[src/rtl/aclk_key_entry.sv]
// Keypad entry for the alarm clock: ASCII keys to a 4-digit BCD key buffer.
// Optional hh:mm range check on completion: define ACLK_KEY_RANGE_CHECK_EN.
module aclk_key_entry #(
   parameter int TIMEOUT_CYCLES = 10
) (
   input  logic       clock,
   input  logic       reset_n,
   input  logic       key_valid,
   input  logic [7:0] key_ascii,
   output logic       key_ready,
   output logic [3:0] key_ms_hr,
   output logic [3:0] key_ls_hr,
   output logic [3:0] key_ms_min,
   output logic [3:0] key_ls_min,
   output logic [2:0] digit_count,
   output logic       entry_done,
   output logic       entry_error,
   output logic       entry_timeout
);

   localparam int TW = (TIMEOUT_CYCLES > 2) ? $clog2(TIMEOUT_CYCLES) : 1;
   localparam logic [TW-1:0] TMO_LAST = TW'(TIMEOUT_CYCLES - 1);

   typedef enum logic [1:0] {
      IDLE  = 2'd0,
      ENTRY = 2'd1,
      DONE  = 2'd2
   } state_t;

   state_t        state;
   logic [TW-1:0] tmo_cnt;
   logic          accept;
   logic          is_digit;
   logic          is_star;
   logic [3:0]    d;
   logic          range_ok;

   assign accept   = key_valid & key_ready;
   assign is_digit = (key_ascii >= 8'h30) && (key_ascii <= 8'h39);
   assign is_star  = (key_ascii == 8'h2A);
   assign d        = key_ascii[3:0];

`ifdef ACLK_KEY_RANGE_CHECK_EN
   // Candidate after the 4th shift: hours = ls_hr:ms_min, min tens = ls_min
   logic [6:0] cand_hrs;
   assign cand_hrs = {3'b000, key_ls_hr} * 7'd10 + {3'b000, key_ms_min};
   assign range_ok = (cand_hrs <= 7'd23) && (key_ls_min <= 4'd5);
`else
   assign range_ok = 1'b1;
`endif

   always_ff @(posedge clock) begin
      if (!reset_n) begin
         state         <= IDLE;
         tmo_cnt       <= '0;
         key_ready     <= 1'b1;
         key_ms_hr     <= 4'd0;
         key_ls_hr     <= 4'd0;
         key_ms_min    <= 4'd0;
         key_ls_min    <= 4'd0;
         digit_count   <= 3'd0;
         entry_done    <= 1'b0;
         entry_error   <= 1'b0;
         entry_timeout <= 1'b0;
      end else begin
         entry_done    <= 1'b0;
         entry_error   <= 1'b0;
         entry_timeout <= 1'b0;
         case (state)
            DONE: begin
               state     <= IDLE;
               key_ready <= 1'b1;
               tmo_cnt   <= '0;
            end
            IDLE, ENTRY: begin
               if (accept) begin
                  tmo_cnt <= '0;
                  unique case (1'b1)
                     is_star: begin
                        state       <= IDLE;
                        key_ms_hr   <= 4'd0;
                        key_ls_hr   <= 4'd0;
                        key_ms_min  <= 4'd0;
                        key_ls_min  <= 4'd0;
                        digit_count <= 3'd0;
                     end
                     is_digit: begin
                        if (state == IDLE) begin
                           state       <= ENTRY;
                           key_ms_hr   <= 4'd0;
                           key_ls_hr   <= 4'd0;
                           key_ms_min  <= 4'd0;
                           key_ls_min  <= d;
                           digit_count <= 3'd1;
                        end else if (digit_count == 3'd3 && !range_ok) begin
                           state       <= IDLE;
                           key_ms_hr   <= 4'd0;
                           key_ls_hr   <= 4'd0;
                           key_ms_min  <= 4'd0;
                           key_ls_min  <= 4'd0;
                           digit_count <= 3'd0;
                           entry_error <= 1'b1;
                        end else begin
                           key_ms_hr   <= key_ls_hr;
                           key_ls_hr   <= key_ms_min;
                           key_ms_min  <= key_ls_min;
                           key_ls_min  <= d;
                           digit_count <= digit_count + 3'd1;
                           if (digit_count == 3'd3) begin
                              state      <= DONE;
                              key_ready  <= 1'b0;
                              entry_done <= 1'b1;
                           end
                        end
                     end
                     default: entry_error <= 1'b1;
                  endcase
               end else if (state == ENTRY) begin
                  if (tmo_cnt == TMO_LAST) begin
                     state         <= IDLE;
                     tmo_cnt       <= '0;
                     key_ms_hr     <= 4'd0;
                     key_ls_hr     <= 4'd0;
                     key_ms_min    <= 4'd0;
                     key_ls_min    <= 4'd0;
                     digit_count   <= 3'd0;
                     entry_timeout <= 1'b1;
                  end else begin
                     tmo_cnt <= tmo_cnt + TW'(1);
                  end
               end else begin
                  tmo_cnt <= '0;
               end
            end
            default: begin
               state     <= IDLE;
               key_ready <= 1'b1;
               tmo_cnt   <= '0;
            end
         endcase
      end
   end

endmodule

[config.mk]
export PLATFORM = sky130hd
export DESIGN_NAME = aclk_key_entry
export DESIGN_NICKNAME = d
export VERILOG_FILES = /design/src/rtl/aclk_key_entry.sv
export SDC_FILE = /design/constraint.sdc
export NUM_CORES = 1
export LEC_CHECK = 0
export CORE_MARGIN = 2
export CORE_UTILIZATION = 44
export CTS_CLUSTER_SIZE = 24
export DETAILED_ROUTE_END_ITERATION = 10
export HOLD_SLACK_MARGIN = 0.06
export PLACE_DENSITY = 0.72
export SLEW_MARGIN = 20
export SYNTH_ARGS = -nofsm -noshare
export SYNTH_HDL_FRONTEND = slang
export SYNTH_SLANG_ARGS = --single-unit
[constraint.sdc]
create_clock -name clock -period 3.6 [get_ports clock]
set_input_delay 0.36 -clock clock [delete_from_list [all_inputs] [get_ports clock]]
set_output_delay 0.36 -clock clock [all_outputs]
set_load 0.005 [all_outputs]
Yosys cells after proc, flatten, opt, wreduce, memory -nomap -nowiden
Cells that the tools add are included.

Register bits: 29. Bits of input ports: 11. Logic and storage cells: 69.

Add/subtract/negate cells: 2. Order comparisons: 2. Equal/unequal tests: 6. Mux-type cells: 27. Bitwise gates (word level): 7. Reductions and logical operators: 14.

Operator list (number): 2-to-1 mux 4 bit (9); one-hot mux 4 bit (2 select lines) (4); 2-to-1 mux 3 bit (4); AND reduction 4 bit (3); 2-to-1 mux 2 bit (5); OR reduction 5 bit (2); == test 8 x 6 -> 1 bit (second input constant) (1); greater-or-equal comparator 8 x 6 -> 1 bit (second input constant) (1); <= comparator 8 x 6 -> 1 bit (second input constant) (1); NOT 1 bit (6); one-hot mux 3 bit (2 select lines) (1); adder 4 x 1 -> 4 bit (second input constant) (1); == test 4 bit (second input constant) (1); != test 4 x 2 -> 1 bit (second input constant) (1); one-hot mux 2 bit (2 select lines) (1); nonzero test 2 bit (2); OR reduction 2 bit (2); OR reduction 4 bit (1); adder 3 x 1 -> 3 bit (second input constant) (1); == test 3 x 2 -> 1 bit (second input constant) (1); 2-to-1 mux 1 bit (3); != test 3 x 1 -> 1 bit (second input constant) (1); AND reduction 3 bit (1); == test 2 x 1 -> 1 bit (second input constant) (1); other kinds (4) (4).

Longest topological paths before layout
Gate-level depths: netlist of the first run.

Depth in word-level cells: 5. Gate-level depth with buffers: 8. Depth with buffers taken out: 6.

Least setup slack after synthesis of the first run
OpenSTA, ideal clock, no wires.

Kind: input port to flip-flop. From: input key_ascii[7]. To: register digit_count[2]. Arrival time: 1.702 ns. Required time: 3.528 ns. Slack: 1.826 ns. Cell stages on the path: 6. Path buffers: 2. Path through: or3b_4 or2_1 o32ai_2 buf_6 buf_12 mux2i_1.

Word-level cells in the longest chain between the ends: 4. Elaborated cells between the ends (all ways): 8.

RTL lines: from (decl) (line 9) `input logic [7:0] key_ascii,`; greater-or-equal comparator 8 x 6 -> 1 bit or <= comparator 8 x 6 -> 1 bit (tied branches) (line 39) `assign is_digit = (key_ascii >= 8'h30) && (key_ascii <= 8'h39);`; logical AND 1 bit (line 39); != test 3 x 1 -> 1 bit (no line) or one-hot mux 3 bit (2 select lines) (tied branches); AND reduction 4 bit (no line) or 2-to-1 mux 3 bit (tied branches); to (signal assigned) (line 108) `digit_count <= digit_count + 3'd1;`; to (decl) (line 15) `output logic [2:0] digit_count,`.

Several ways; a longest one is shown, not always the timed one. A chain may end at the register's enable or synchronous reset.

Worst setup path in the final report of the first run
From: input key_ascii[3]. To: register key_ms_min[3].

Word-level cells in the longest chain between the ends: 4. Elaborated cells between the ends (all ways): 8.

RTL lines: greater-or-equal comparator 8 x 6 -> 1 bit or <= comparator 8 x 6 -> 1 bit (tied branches) (line 39); logical AND 1 bit (line 39); != test 3 x 1 -> 1 bit (no line) or one-hot mux 4 bit (2 select lines) (tied branches); AND reduction 4 bit (no line) or 2-to-1 mux 4 bit (tied branches); to (signal assigned) (line 106) `key_ms_min <= key_ls_min;`; to (decl) (line 13) `output logic [3:0] key_ms_min,`.

Several ways; a longest one is shown, not always the timed one.

==> results.sh, run 1 <==
export IMPL_start_util_pct=45.7
export IMPL_core_mm2=0.00300
export IMPL_power_frac_clock_pct=38.6
export IMPL_fin_worst_skew_ns=0.00525
export IMPL_end_kind="flop"
export IMPL_synth_fa_ha_area_share_pct=3.65
export IMPL_cts_clk_slew_worst_paths_ns=0.09
export IMPL_ys_ff_latch=29
export IMPL_dp_hpwl_mm=2.02
export IMPL_synth_area_leaders="dfxtp_1 (42%), mux2i_1 (15%), nand2_1 (6.6%)"
export IMPL_path_max_fanout=19
export IMPL_post_cts_setup_buffers=0
export IMPL_grt_first_pass_wirelength_mm=4.69
export IMPL_synthMuxAreaShare_pct=14.6
export IMPL_fin_nets=186
export IMPL_slew_headroom_pct=73.5
export IMPL_cts_max_path_buffers=2
export IMPL_die_area_mm2=0.00358
export IMPL_io_pins=34
export IMPL_p_leak_nw=0.578
export IMPL_final_common_cell="clkdlybuf4s50_1"
export IMPL_synthSimpleGateAreaFrac_pct=24.9
export IMPL_clkLatencyLatePin_ns=0.32
export IMPL_grt_setup_unrepaired="false"
export IMPL_synthCells=138
export IMPL_power_switching_mw=0.129
export IMPL_synth_compound_area_share_pct=3.56
export IMPL_placed_cells=197
export IMPL_hold_buffers=0
export IMPL_fin_ws_ns=1.54
export IMPL_dr_first_iter_drc_count=54
export IMPL_seq_power_share_pct=55.4
export IMPL_p_int_mw=0.452
export IMPL_antenna_found_initial=0
export IMPL_fmax_mhz=485
export IMPL_min_period_ns=2.06
export IMPL_numCtsBuffers=5
export IMPL_netlist_area_mm2=0.00137
export IMPL_tritoncts="done"
export IMPL_wl_per_cell_um=13.7
export IMPL_crit_arrival_ns=2.31
export IMPL_drc=0
export IMPL_place_ws_ns=1.24
export IMPL_n_fill_cell=277
export IMPL_ant_nets=0
export IMPL_netlist_area_leader_share_pct=42.3
export IMPL_seq_area_frac_synth_pct=42.3
export IMPL_first_pass_iters=4
export IMPL_vias_per_cell=5.40
export IMPL_grt_overflow_total=0
export IMPL_syn_nets=153
export IMPL_report_final_setup_viol=0
export IMPL_layout_common_cells="clkdlybuf4s50_1 (33), dfxtp_1 (29), nand2_1 (24), mux2i_1 (20), nand4_1 (13)"
export IMPL_io_buffers=33
export IMPL_finalCritPeriodShare_pct=57.3
export IMPL_htreeDepth=2
export IMPL_yosysWarnings=0
export IMPL_hold_viol_final=0
export IMPL_gp_congestion=0.769
export IMPL_cts_resized=0
export IMPL_diodes=0
export IMPL_synth_top_family_by_area="simple AND/OR/NAND/NOR gates"
export IMPL_num_vias=1107
export IMPL_report_final_slew_viol_count=0
export IMPL_status="complete, no violations"
export IMPL_multi_input_area_um2=669
export IMPL_first_global_vias=1061
export IMPL_hold_path_class="flop to flop"
export IMPL_critPathKind="input pin to flop"
export IMPL_final_setup_tns_ns=0
export IMPL_power_density_mw_per_mm2=336
export IMPL_cap_violations=0
export IMPL_grt_max_degree=40
export IMPL_ir_worst_vdd_mv=0.202
export IMPL_cts_sinks=29
export IMPL_worst_pin_slew_ns=0.387
export IMPL_synth_largest_area_cell="dfxtp_1"
export IMPL_syn_to_final_growth_pct=26.0
export IMPL_critPathLaunchType="input pin"
export IMPL_cp_required_ns=3.85
export IMPL_finalWirelength_mm=2.81
export IMPL_rows=20
export IMPL_seqCellArea_um2=581
export IMPL_comb_power_share_pct=6.0
export IMPL_syn_avg_cell_area_um2=9.95
export IMPL_track_usage_pct=17.9
export IMPL_drive_gt1_share_pct=9.30
export IMPL_clock_root_buffer="clkbuf_4"
export IMPL_stdcell_count=205
export IMPL_switching_share_pct=22.3
export IMPL_die_w_um=59.9
export IMPL_synth_xor_area_share_pct=1.28
export IMPL_synth_cell_types=30
export IMPL_die_h_um=59.9
critical path, cell delays in order:
cell	delay, ns
clkdlybuf4s50_1	0.51
nor4bb_1	0.34
mux2i_1	0.22
o32ai_4	0.28
buf_4	0.34
mux2i_1	0.25
kinds of logic after synthesis:
| logic type | count (synthesis) |
|---|---|
| AO/OA/AOI/OAI | 6 |
| XOR/XNOR | 2 |
| adder cells (fa/ha/maj) | 4 |
| buffers and inverters | 14 |
| flip-flops | 29 |
| multiplexers | 20 |
| AND/OR/NAND/NOR | 63 |
metal layers:
layer	global-route usage (%)	up-vias	part of all wire, %
met1	20.8	518	43
met4	6.67	0	1.1
li1	-	550	-
met3	7.58	4	5.2
met2	29.3	35	50
met5	0	-	0
Yosys cell counts:
cell type	count
xor2_1	1
o211ai_1	2
or3b_1	1
nor3_1	2
buf_6	2
o32ai_2	1
nor4bb_1	1
nand3_1	7
or2_2	1
ha_1	4
or3b_4	1
nor2_1	6
mux2i_1	20
dfxtp_1	29
nand4b_1	1
or2_1	1
or2b_2	1
nand4_1	13
a21oi_1	1
nand2b_1	1
nand2_1	24
and3_1	2
nor4b_4	1
inv_1	4
a21o_1	1
clkbuf_8	5
buf_12	1
o21ai_0	1
xnor2_1	1
clkbuf_1	2
power by group through the flow:
stage | registers [mW] | clock network (mW) | logic [mW]
global placement | 0.329 | 0 | 0.0343
floorplan | 0.329 | 0 | 0.0222
CTS | 0.322 | 0.231 | 0.0349
detailed placement | 0.329 | 0 | 0.0348
global route | 0.322 | 0.243 | 0.0377
finish | 0.322 | 0.224 | 0.0351
worst paths after layout:
check | startpoint | endpoint | slack [ns] | cells after the start
worst min register to register | key_ms_hr[2]$_SDFFE_PN0P_ | key_ms_hr[2]$_SDFFE_PN0P_ | 0.47 | 2
worst max-delay path | key_ascii[3] | key_ms_min[3]$_SDFFE_PN0P_ | 1.54 | 6
worst min-delay path | key_ms_hr[2]$_SDFFE_PN0P_ | key_ms_hr[2]$_SDFFE_PN0P_ | 0.47 | 2
worst max register to register | tmo_cnt[0]$_SDFF_PP0_ | key_ms_min[3]$_SDFFE_PN0P_ | 1.72 | 6
flip-flops by register name (all words and copies together), names as in the netlist:
name	flops
digit_count	3
entry_done	1
entry_error	1
entry_timeout	1
key_ls_hr	4
key_ls_min	4
key_ms_hr	4
key_ms_min	4
key_ready	1
state	2
tmo_cnt	4
area by class of cell:
class                   count  area share [%]
multi-input cells          95            38.7
flip-flops and latches     29            33.6
repair buffers             36            20.4
clock buffers               7            3.76
well taps                  33            2.39
inverters                   4           0.868
clock inverters             1           0.289
through the flow:
step / cell area, µm² / power [mW] / hold WS (ns) / util, %
after floorplan: 1370 / 0.352 / 0.433 / -
after global placement: 1660 / 0.364 / 0.443 / 55.3
after detailed placement: 1660 / 0.364 / 0.453 / 55.3
after CTS: 1730 / 0.588 / 0.471 / 57.6
after global routing: 1730 / 0.603 / 0.494 / 57.6
final: 1730 / 0.581 / 0.467 / 57.6
Power figures use the tool's default switching activity.
==> run 2: changes to the inputs <==
--- a/config.mk
+++ b/config.mk
@@ -6,11 +6,11 @@
 export NUM_CORES = 1
 export LEC_CHECK = 0
 export CORE_MARGIN = 2
-export CORE_UTILIZATION = 44
+export CORE_UTILIZATION = 43
 export CTS_CLUSTER_SIZE = 24
 export DETAILED_ROUTE_END_ITERATION = 10
 export HOLD_SLACK_MARGIN = 0.06
-export PLACE_DENSITY = 0.72
+export PLACE_DENSITY = 0.73
 export SLEW_MARGIN = 20
 export SYNTH_ARGS = -nofsm -noshare
 export SYNTH_HDL_FRONTEND = slang
==> constraint.sdc (replaced) <==
create_clock -name clock -period 1.8 [get_ports clock]
set_input_delay 0.18 -clock clock [delete_from_list [all_inputs] [get_ports clock]]
set_output_delay 0.18 -clock clock [all_outputs]
set_load 0.005 [all_outputs]
==> results.sh, run 2 (same netlist as run 1, synthesis figures left out) <==
export IMPL_hold_viol_final=0
export IMPL_path_max_fanout=9
export IMPL_num_vias=1124
export IMPL_ff2ff_setup_slack_ns=0.12
export IMPL_p_leak_nw=0.625
export IMPL_layout_common_cells="clkdlybuf4s50_1 (33), dfxtp_1 (28), nand2_1 (24), mux2i_1 (20), nand4_1 (13)"
export IMPL_end_kind="flop"
export IMPL_place_ws_ns=-0.274
export IMPL_syn_to_final_growth_pct=34.3
export IMPL_regToRegStartpoint="tmo_cnt[1]$_SDFF_PP0_"
export IMPL_final_common_cell="clkdlybuf4s50_1"
export IMPL_track_usage_pct=17.8
export IMPL_finalWirelength_mm=2.97
export IMPL_die_area_mm2=0.00366
export IMPL_cts_max_path_buffers=2
export IMPL_power_density_mw_per_mm2=606
export IMPL_start_util_pct=45.0
export IMPL_cts_sinks=29
export IMPL_drive_gt1_share_pct=15.9
export IMPL_critPathMaxStageDelay_ns=0.45
export IMPL_critPathKind="input pin to flop"
export IMPL_cap_violations=0
export IMPL_worstHoldPathCells=2
export IMPL_grt_overflow_total=0
export IMPL_min_period_ns=1.74
export IMPL_cp_slowest_cell="clkdlybuf4s50_1"
export IMPL_ir_worst_vdd_mv=0.450
export IMPL_setup_worst_path_start="key_ascii[5]"
export IMPL_htreeDepth=2
export IMPL_hold_path_class="flop to flop"
export IMPL_grt_setup_unrepaired="false"
export IMPL_cts_clk_slew_worst_paths_ns=0.09
export IMPL_report_final_slew_viol_count=0
export IMPL_diodes=0
export IMPL_crit_arrival_ns=2.00
export IMPL_die_w_um=60.5
export IMPL_dp_hpwl_mm=2.09
export IMPL_report_final_setup_viol=0
export IMPL_die_h_um=60.5
export IMPL_clock_root_buffer="clkbuf_4"
export IMPL_antenna_found_initial=0
export IMPL_first_pass_iters=4
export IMPL_core_mm2=0.00305
export IMPL_numCtsBuffers=5
export IMPL_worstHoldEndpoint="key_ms_hr[0]$_SDFFE_PN0P_"
export IMPL_min_from="key_ms_hr[0]$_SDFFE_PN0P_"
export IMPL_drc=0
export IMPL_power_mw=1.12
export IMPL_first_global_vias=1055
export IMPL_grt_max_degree=39
export IMPL_dr_first_iter_drc_count=33
export IMPL_cp_required_ns=2.06
export IMPL_io_buffers=33
export IMPL_placed_cells=217
export IMPL_fmax_mhz=576
export IMPL_utilization_pct=60.4
export IMPL_finalCritPeriodShare_pct=96.5
export IMPL_rows=20
export IMPL_tritoncts="done"
export IMPL_stdcell_count=226
export IMPL_gp_congestion=0.762
export IMPL_post_cts_setup_buffers=0
export IMPL_wl_per_cell_um=13.1
export IMPL_worst_pin_slew_ns=0.313
export IMPL_fin_worst_skew_ns=0.0121
export IMPL_timing_rr_end="key_ls_hr[0]$_SDFFE_PN0P_"
export IMPL_vias_per_cell=4.97
export IMPL_grt_first_pass_wirelength_mm=4.73
export IMPL_critPathLaunchType="input pin"
export IMPL_clkLatencyLatePin_ns=0.33
export IMPL_fin_nets=196
export IMPL_slew_headroom_pct=78.5
export IMPL_status="complete, no violations"
export IMPL_ff2ff_path_depth=7
export IMPL_ant_nets=0
export IMPL_fin_ws_ns=0.0637
export IMPL_final_setup_tns_ns=0
export IMPL_cp_cell_sequence="clkdlybuf4s50_1 > or3b_4 > or2_1 > o32ai_4 > clkbuf_16 > mux2i_1"
export IMPL_io_pins=34
-- run 2: power breakdown --
| group | internal, mW | switching [mW] | total, mW |
|---|---|---|---|
| Sequential | 0.643 | 0.000846 | 0.644 |
| Clock | 0.147 | 0.239 | 0.386 |
| Combinational | 0.0474 | 0.0392 | 0.0866 |
| Total | 0.837 | 0.279 | 1.12 |
-- run 2: through the flow --
step	hold WS, ns	area, µm²
floorplan	0.334	1370
global placement	0.445	1750
detailed placement	0.454	1750
CTS	0.467	1810
global route	0.498	1840
finish	0.469	1840
-- run 2: routing by layer --
| layer | share of wire [%] | wire (µm) | vias to the layer above | GRT usage (%) |
|---|---|---|---|---|
| met4 | 1.6 | 48 | 0 | 7.45 |
| met1 | 47 | 1400 | 522 | 22.2 |
| met3 | 3.9 | 115 | 6 | 5.12 |
| met2 | 48 | 1410 | 20 | 29.0 |
| met5 | 0 | 0 | - | 0 |
| li1 | - | - | 576 | - |
-- run 2: worst max-delay path by stage --
stage                             endpoint  cells past startpoint  slack [ns]
2_1_floorplan  digit_count[2]$_SDFFE_PN0P_                      7        0.15
3_3_place_gp    key_ls_min[0]$_SDFFE_PN0P_                      6       -0.19
3_5_place_dp     key_ls_hr[2]$_SDFFE_PN0P_                      6       -0.27
4_1_cts        digit_count[1]$_SDFFE_PN0P_                      6        0.03
5_1_grt          key_ms_hr[0]$_SDFFE_PN0P_                      7        0.02
6_report         key_ls_hr[0]$_SDFFE_PN0P_                      6        0.06
-- run 2: repair_timing --
| action | in CTS | in global routing |
|---|---|---|
| hold buffers | 0 | 0 |
| setup endpoints to repair | 0 | 19 |
| gates resized for setup | 0 | 3 |
-- run 2: cell type report --
cell class              instances  area (µm²)
clock buffers                   5        37.5
clock inverters                 3        17.5
inverters                       4        15.0
fillers                       273        1210
flip-flops and latches         29         582
repair buffers                 46         458
well taps                      44        55.1
multi-input cells              95         678
-- run 2: critical path: cells and delay by family --
kind,cells,cell delay [ns]
multiplexers,1,0.18
buffers and inverters,2,0.69
AND/OR/NAND/NOR,2,0.63
AO/OA/AOI/OAI,1,0.32
